<file path="src/rtl/prbs_checker_multi.sv">
// rtl/prbs_checker_multi.sv - multi-polynomial PRBS checker with self-sync, lock tracking and count snapshots
// The LFSR holds received bits in SEARCH and free-runs its own prediction in LOCKED.
module prbs_checker_multi #(
  parameter int CNT_W     = 32,
  parameter int LOCK_CNT  = 16,
  parameter int BLOCK_LEN = 1024,
  parameter int LOSS_ERRS = 64
) (
  input  logic             clk,
  input  logic             rst,
  input  logic [1:0]       mode,
  input  logic             bit_in,
  input  logic             bit_valid,
  input  logic             get_word,
  output logic             locked,
  output logic             send_data,
  output logic [CNT_W-1:0] error_bits_out,
  output logic [CNT_W-1:0] total_bits_out,
  output logic [7:0]       lock_loss_cnt
);

  localparam int MW = $clog2(LOCK_CNT + 1);
  localparam int BW = $clog2(BLOCK_LEN + 1);

  typedef enum logic {SEARCH, LOCKED_ST} state_t;
  state_t state_q, state_d;

  logic [1:0]       mode_q;
  logic [30:0]      lfsr_q;
  logic [4:0]       fill_q;
  logic [MW-1:0]    match_q;
  logic [BW-1:0]    blk_bits_q, blk_err_q, blk_bits_inc, blk_err_inc;
  logic [CNT_W-1:0] total_q, error_q, total_nxt, error_nxt;
  logic [4:0]       order, tap_a, tap_b;
  logic             p, mismatch, mode_change, filled, match_full;
  logic             blk_end, lose, count_en, leave_lock;

  // Tap indices are exponent-1 because lfsr_q[0] is the most recent bit.
  always_comb begin
    case (mode)
      2'd0:    begin order = 5'd7;  tap_a = 5'd6;  tap_b = 5'd5;  end
      2'd1:    begin order = 5'd15; tap_a = 5'd14; tap_b = 5'd13; end
      2'd2:    begin order = 5'd23; tap_a = 5'd22; tap_b = 5'd17; end
      default: begin order = 5'd31; tap_a = 5'd30; tap_b = 5'd27; end
    endcase
  end

  assign p            = lfsr_q[tap_a] ^ lfsr_q[tap_b];
  assign mismatch     = bit_in ^ p;
  assign mode_change  = (mode != mode_q);
  assign filled       = (fill_q >= order);
  assign match_full   = filled && !mismatch && (match_q == MW'(LOCK_CNT - 1));
  assign blk_bits_inc = blk_bits_q + BW'(1);
  assign blk_err_inc  = blk_err_q + BW'(mismatch);
  assign blk_end      = (blk_bits_inc == BW'(BLOCK_LEN));
  assign lose         = blk_end && (blk_err_inc >= BW'(LOSS_ERRS));

  always_comb begin
    state_d  = state_q;
    count_en = 1'b0;
    if (mode_change) begin
      state_d = SEARCH;
    end else if (bit_valid) begin
      case (state_q)
        SEARCH: if (match_full) state_d = LOCKED_ST;
        LOCKED_ST: begin
          count_en = 1'b1;
          if (lose) state_d = SEARCH;
        end
        default: state_d = SEARCH;
      endcase
    end
  end

  assign leave_lock = (state_q == LOCKED_ST) && (state_d == SEARCH);
  assign locked     = (state_q == LOCKED_ST);

  // Saturating counters; the error counter saturates independently of total.
  assign total_nxt = (&total_q) ? total_q : total_q + CNT_W'(count_en);
  assign error_nxt = (&error_q) ? error_q : error_q + CNT_W'(count_en & mismatch);

  always_ff @(posedge clk) begin
    if (rst) begin
      state_q        <= SEARCH;
      mode_q         <= 2'd0;
      lfsr_q         <= '0;
      fill_q         <= '0;
      match_q        <= '0;
      blk_bits_q     <= '0;
      blk_err_q      <= '0;
      total_q        <= '0;
      error_q        <= '0;
      send_data      <= 1'b0;
      error_bits_out <= '0;
      total_bits_out <= '0;
      lock_loss_cnt  <= '0;
    end else begin
      state_q   <= state_d;
      mode_q    <= mode;
      send_data <= get_word;

      if (get_word) begin
        total_bits_out <= total_nxt;
        error_bits_out <= error_nxt;
        total_q        <= '0;
        error_q        <= '0;
      end else begin
        total_q <= total_nxt;
        error_q <= error_nxt;
      end

      if (leave_lock && (lock_loss_cnt != 8'hFF)) lock_loss_cnt <= lock_loss_cnt + 8'd1;

      if (bit_valid)
        lfsr_q <= {lfsr_q[29:0], ((state_q == LOCKED_ST) && !mode_change) ? p : bit_in};

      if (mode_change || leave_lock) begin
        fill_q  <= '0;
        match_q <= '0;
      end else if (bit_valid && (state_q == SEARCH)) begin
        if (!filled)                fill_q  <= fill_q + 5'd1;
        else if (mismatch)          match_q <= '0;
        else if (match_full)        match_q <= '0;
        else                        match_q <= match_q + MW'(1);
      end

      if ((state_d != LOCKED_ST) || (count_en && blk_end)) begin
        blk_bits_q <= '0;
        blk_err_q  <= '0;
      end else if (count_en) begin
        blk_bits_q <= blk_bits_inc;
        blk_err_q  <= blk_err_inc;
      end
    end
  end

endmodule

</file>
<file path="config.mk">
export PLATFORM = sky130hd
export DESIGN_NAME = prbs_checker_multi
export DESIGN_NICKNAME = d
export VERILOG_FILES = /design/src/rtl/prbs_checker_multi.sv
export SDC_FILE = /design/constraint.sdc
export NUM_CORES = 1
export LEC_CHECK = 0
export BUFFER_PORTS_ARGS = -buffer_cell sky130_fd_sc_hd__buf_4
export CAP_MARGIN = 20
export CORE_MARGIN = 8
export CORE_UTILIZATION = 59
export DETAILED_ROUTE_END_ITERATION = 8
export PLACE_DENSITY_LB_ADDON = 0.05
export SKIP_CTS_REPAIR_TIMING = 1
export SYNTH_ARGS = -nofsm -noshare
export SYNTH_HDL_FRONTEND = slang
export SYNTH_SLANG_ARGS = --single-unit
</file>
<file path="constraint.sdc">
create_clock -name clk -period 4.91 [get_ports clk]
set_clock_uncertainty 0.05 [all_clocks]
set_input_delay 0.2455 -clock clk [delete_from_list [all_inputs] [get_ports clk]]
set_output_delay 0.2455 -clock clk [all_outputs]
set_load 0.01 [all_outputs]
</file>
==> results.json <==
{
  "critPathLaunchType": "flip-flop",
  "grt-ovfl-total": 0,
  "ys_types": 61,
  "end_kind": "flip-flop",
  "clock_sinks": 203,
  "fin_crit_sh_pct": 80.9,
  "ant_nets": 0,
  "fin_nets": 1022,
  "grt_pass1_vias": 6144,
  "io_pins": 81,
  "synthTopCellsByArea": "dfxtp_1 (47%), nor2_1 (9.1%), a211oi_1 (5.2%)",
  "coreArea_um2": 14400,
  "yosysSeqAreaShare_pct": 47.4,
  "hold_viol": 2,
  "worst_slew_pin_slew_ns": 0.887,
  "hp-start": "mode[1]",
  "async_reset_ff_share_pct": 0,
  "rsz0062_at_grt": "no",
  "synth_nets": 963,
  "die_h_um": 137,
  "num_vias": 6624,
  "min_to": "mode_q[1]",
  "fin_tns_setup_ns": 0,
  "clk_latency_ns": 0.49,
  "p_leak_nw": 3.69,
  "groute.usage.overall_pct": 18.7,
  "vias_per_cell": 5.52,
  "reg2reg_to": "lock_loss_cnt[5]",
  "routabilityCongestion": 0.796,
  "p_seq_share_pct": 49.9,
  "synth_seq_cells": 203,
  "grt_first_pass_wirelength_um": 29600,
  "drt-total-wl_um": 17500,
  "period_needed_ns": 3.97,
  "critPathRequiredTime_ns": 5.23,
  "netSwitchingPower_uw": 727,
  "layout-drive-gt1-share_pct": 14.2,
  "drv_slew": 0,
  "p_clk_share_pct": 45.9,
  "ctsHtreeMaxLevel": 1,
  "power_density_nw_per_um2": 339,
  "cts_root_buf": "clkbuf_16",
  "hold_class": "primary input to flip-flop",
  "yosysWarnings": 0,
  "vdd_ir_drop_max_mv": 0.263,
  "setup_viol": 0,
  "start_util_pct": 59.7,
  "first_pass_iters": 6,
  "crit_type": "flip-flop to flip-flop",
  "r2r_start": "lfsr_q[5]",
  "status": "complete, but fails checks",
  "syn_avg_cell_area_um2": 9.10,
  "cp-startpoint": "lfsr_q[5]",
  "synth_flop_cell": "dfxtp_1",
  "clk_pin_slew_ns": 0.06,
  "dieArea_um2": 18700,
  "diodes": 0,
  "path_max_fanout": 9,
  "regArea_um2": 4060,
  "cts_buffers": 21,
  "synth_edf_count": 0,
  "p_comb_share_pct": 4.1,
  "crit_arrival_ns": 4.29,
  "max_cap_viol_count": 0,
  "grt_max_degree": 95,
  "switching_share_pct": 21.6,
  "relSlewSlack_pct": 40.8,
  "multiInputGateArea_um2": 4280,
  "fmax_mhz": 252,
  "violations": "hold timing",
  "dp_hpwl_um": 11700,
  "holdWs_ns": -0.0140,
  "cell_internal_pwr_mw": 2.64,
  "cts_buffer_depth": 3,
  "synth_top_cell_area_share_pct": 47.4,
  "yosysTopAreaCell": "dfxtp_1",
  "syn_area_um2": 8580,
  "drt-wirelength-per-cell_um": 14.6,
  "area_growth_pct": 15.8,
  "reg2reg_slack_ns": 0.94,
  "die_w_um": 137,
  "drc_errors": 0,
  "drt_iter0_drc": 312,
  "synthCells": 943,
  "portBuffers": 80,
  "reg2reg_depth": 11,
  "n_fill_cell": 1180,
  "hold_depth": 3,
  "rows": 44,
  "tritoncts": "yes",
  "antenna_found_initial": 0
}
per-layer routing:
metal	global-route usage, %	routed length (um)	up-vias
met1	24.7	8270	3084
met4	4.76	294	0
met3	3.45	705	18
met5	0	0	-
met2	30.6	8270	100
li1	-	-	3422
stage by stage:
stage / area [um2] / instances / worst slack, ns / util [%] / power [mW]
after floorplan: 8580 / 943 / 1.37 / - / 1.80
after global placement: 9260 / 1163 / 0.964 / 64.4 / 1.86
after detailed placement: 9260 / 1163 / 0.871 / 64.4 / 1.86
after CTS: 9940 / 1200 / 0.878 / 69.2 / 3.40
after global routing: 9940 / 1200 / 0.585 / 69.2 / 3.49
final: 9940 / 1200 / 0.936 / 69.2 / 3.37
cell usage after synthesis (all sizes together), types with 10 or more instances:
| master | instances |
|---|---|
| nor2 | 209 |
| clkbuf | 39 |
| xnor2 | 40 |
| nor3 | 11 |
| inv | 13 |
| nand2 | 52 |
| nor4 | 13 |
| xor2 | 49 |
| buf | 10 |
| nand4 | 29 |
| o21ai | 24 |
| ha | 13 |
| nand3 | 33 |
| nor2b | 12 |
| and4 | 16 |
| mux2i | 37 |
| a211oi | 60 |
| dfxtp | 203 |
| a21oi | 12 |
worst max-delay path, cell delays in order (launching register included):
cell and delay (ns):
dfxtp_1 0.33, xor2_1 0.16, mux4_2 0.49, xor2_1 0.53, ha_1 0.36, ha_1 0.21
and4_1 0.24, a211oi_1 0.08, o32ai_1 0.42, nand3_4 0.21, a2111oi_2 0.41, mux2_1 0.36
area by class of cell:
cell class / instances / area share, %
clock inverter: 8 / 0.768
inverter: 13 / 0.491
multi-input combinational: 678 / 43.0
clock buffer: 29 / 6.09
tap: 184 / 2.32
sequential: 203 / 40.9
timing repair buffer: 85 / 6.42
worst max path at each step:
stage                        to  slack [ns]
6_report       lock_loss_cnt[5]        0.94
3_5_place_dp   lock_loss_cnt[5]        0.87
3_3_place_gp   lock_loss_cnt[5]        0.96
4_1_cts        lock_loss_cnt[5]        0.88
2_1_floorplan  lock_loss_cnt[5]        1.37
5_1_grt        lock_loss_cnt[5]        0.58
cells in the final DEF (no fill, tap or decap), types with 15 or more instances in the layout:
master	netlist	routed
clkbuf_16	0	21
o21ai_0	21	21
xnor2_1	40	40
buf_4	1	85
a211oi_1	60	60
nand3_1	31	31
dfxtp_1	203	203
mux2i_1	37	37
and4_1	15	15
xor2_1	49	49
nand2_1	52	52
nand4_1	28	28
nor2_1	209	209
logic make-up (layout without fill, tap and decap cells):
kind of cell             Yosys count  after routing  share of synthesized area (%)
buffers and inverters             62            135                           2.83
adder cells (fa/ha/maj)           13             13                           1.90
AO/OA/AOI/OAI                    121            121                           10.2
flip-flops                       203            203                           47.4
AND/OR/NAND/NOR                  409            409                           23.1
XOR/XNOR                          89             89                           9.08
multiplexers                      46             46                           5.63
registers in the layout, summed over array words and instances (netlist names):
register / cells
blk_bits_q: 11
blk_err_q: 11
error_bits_out: 32
error_q: 32
fill_q: 5
lfsr_q: 31
lock_loss_cnt: 8
locked: 1
match_q: 5
mode_q: 2
send_data: 1
total_bits_out: 32
total_q: 32
power by group through the flow:
stage | Sequential [mW] | Clock [mW] | Combinational [mW]
final | 1.68 | 1.55 | 0.139
after global routing | 1.68 | 1.65 | 0.153
after CTS | 1.68 | 1.57 | 0.141
after detailed placement | 1.72 | 0 | 0.141
after global placement | 1.72 | 0 | 0.139
after floorplan | 1.73 | 0 | 0.0792
(Power assumes the default switching activity.)
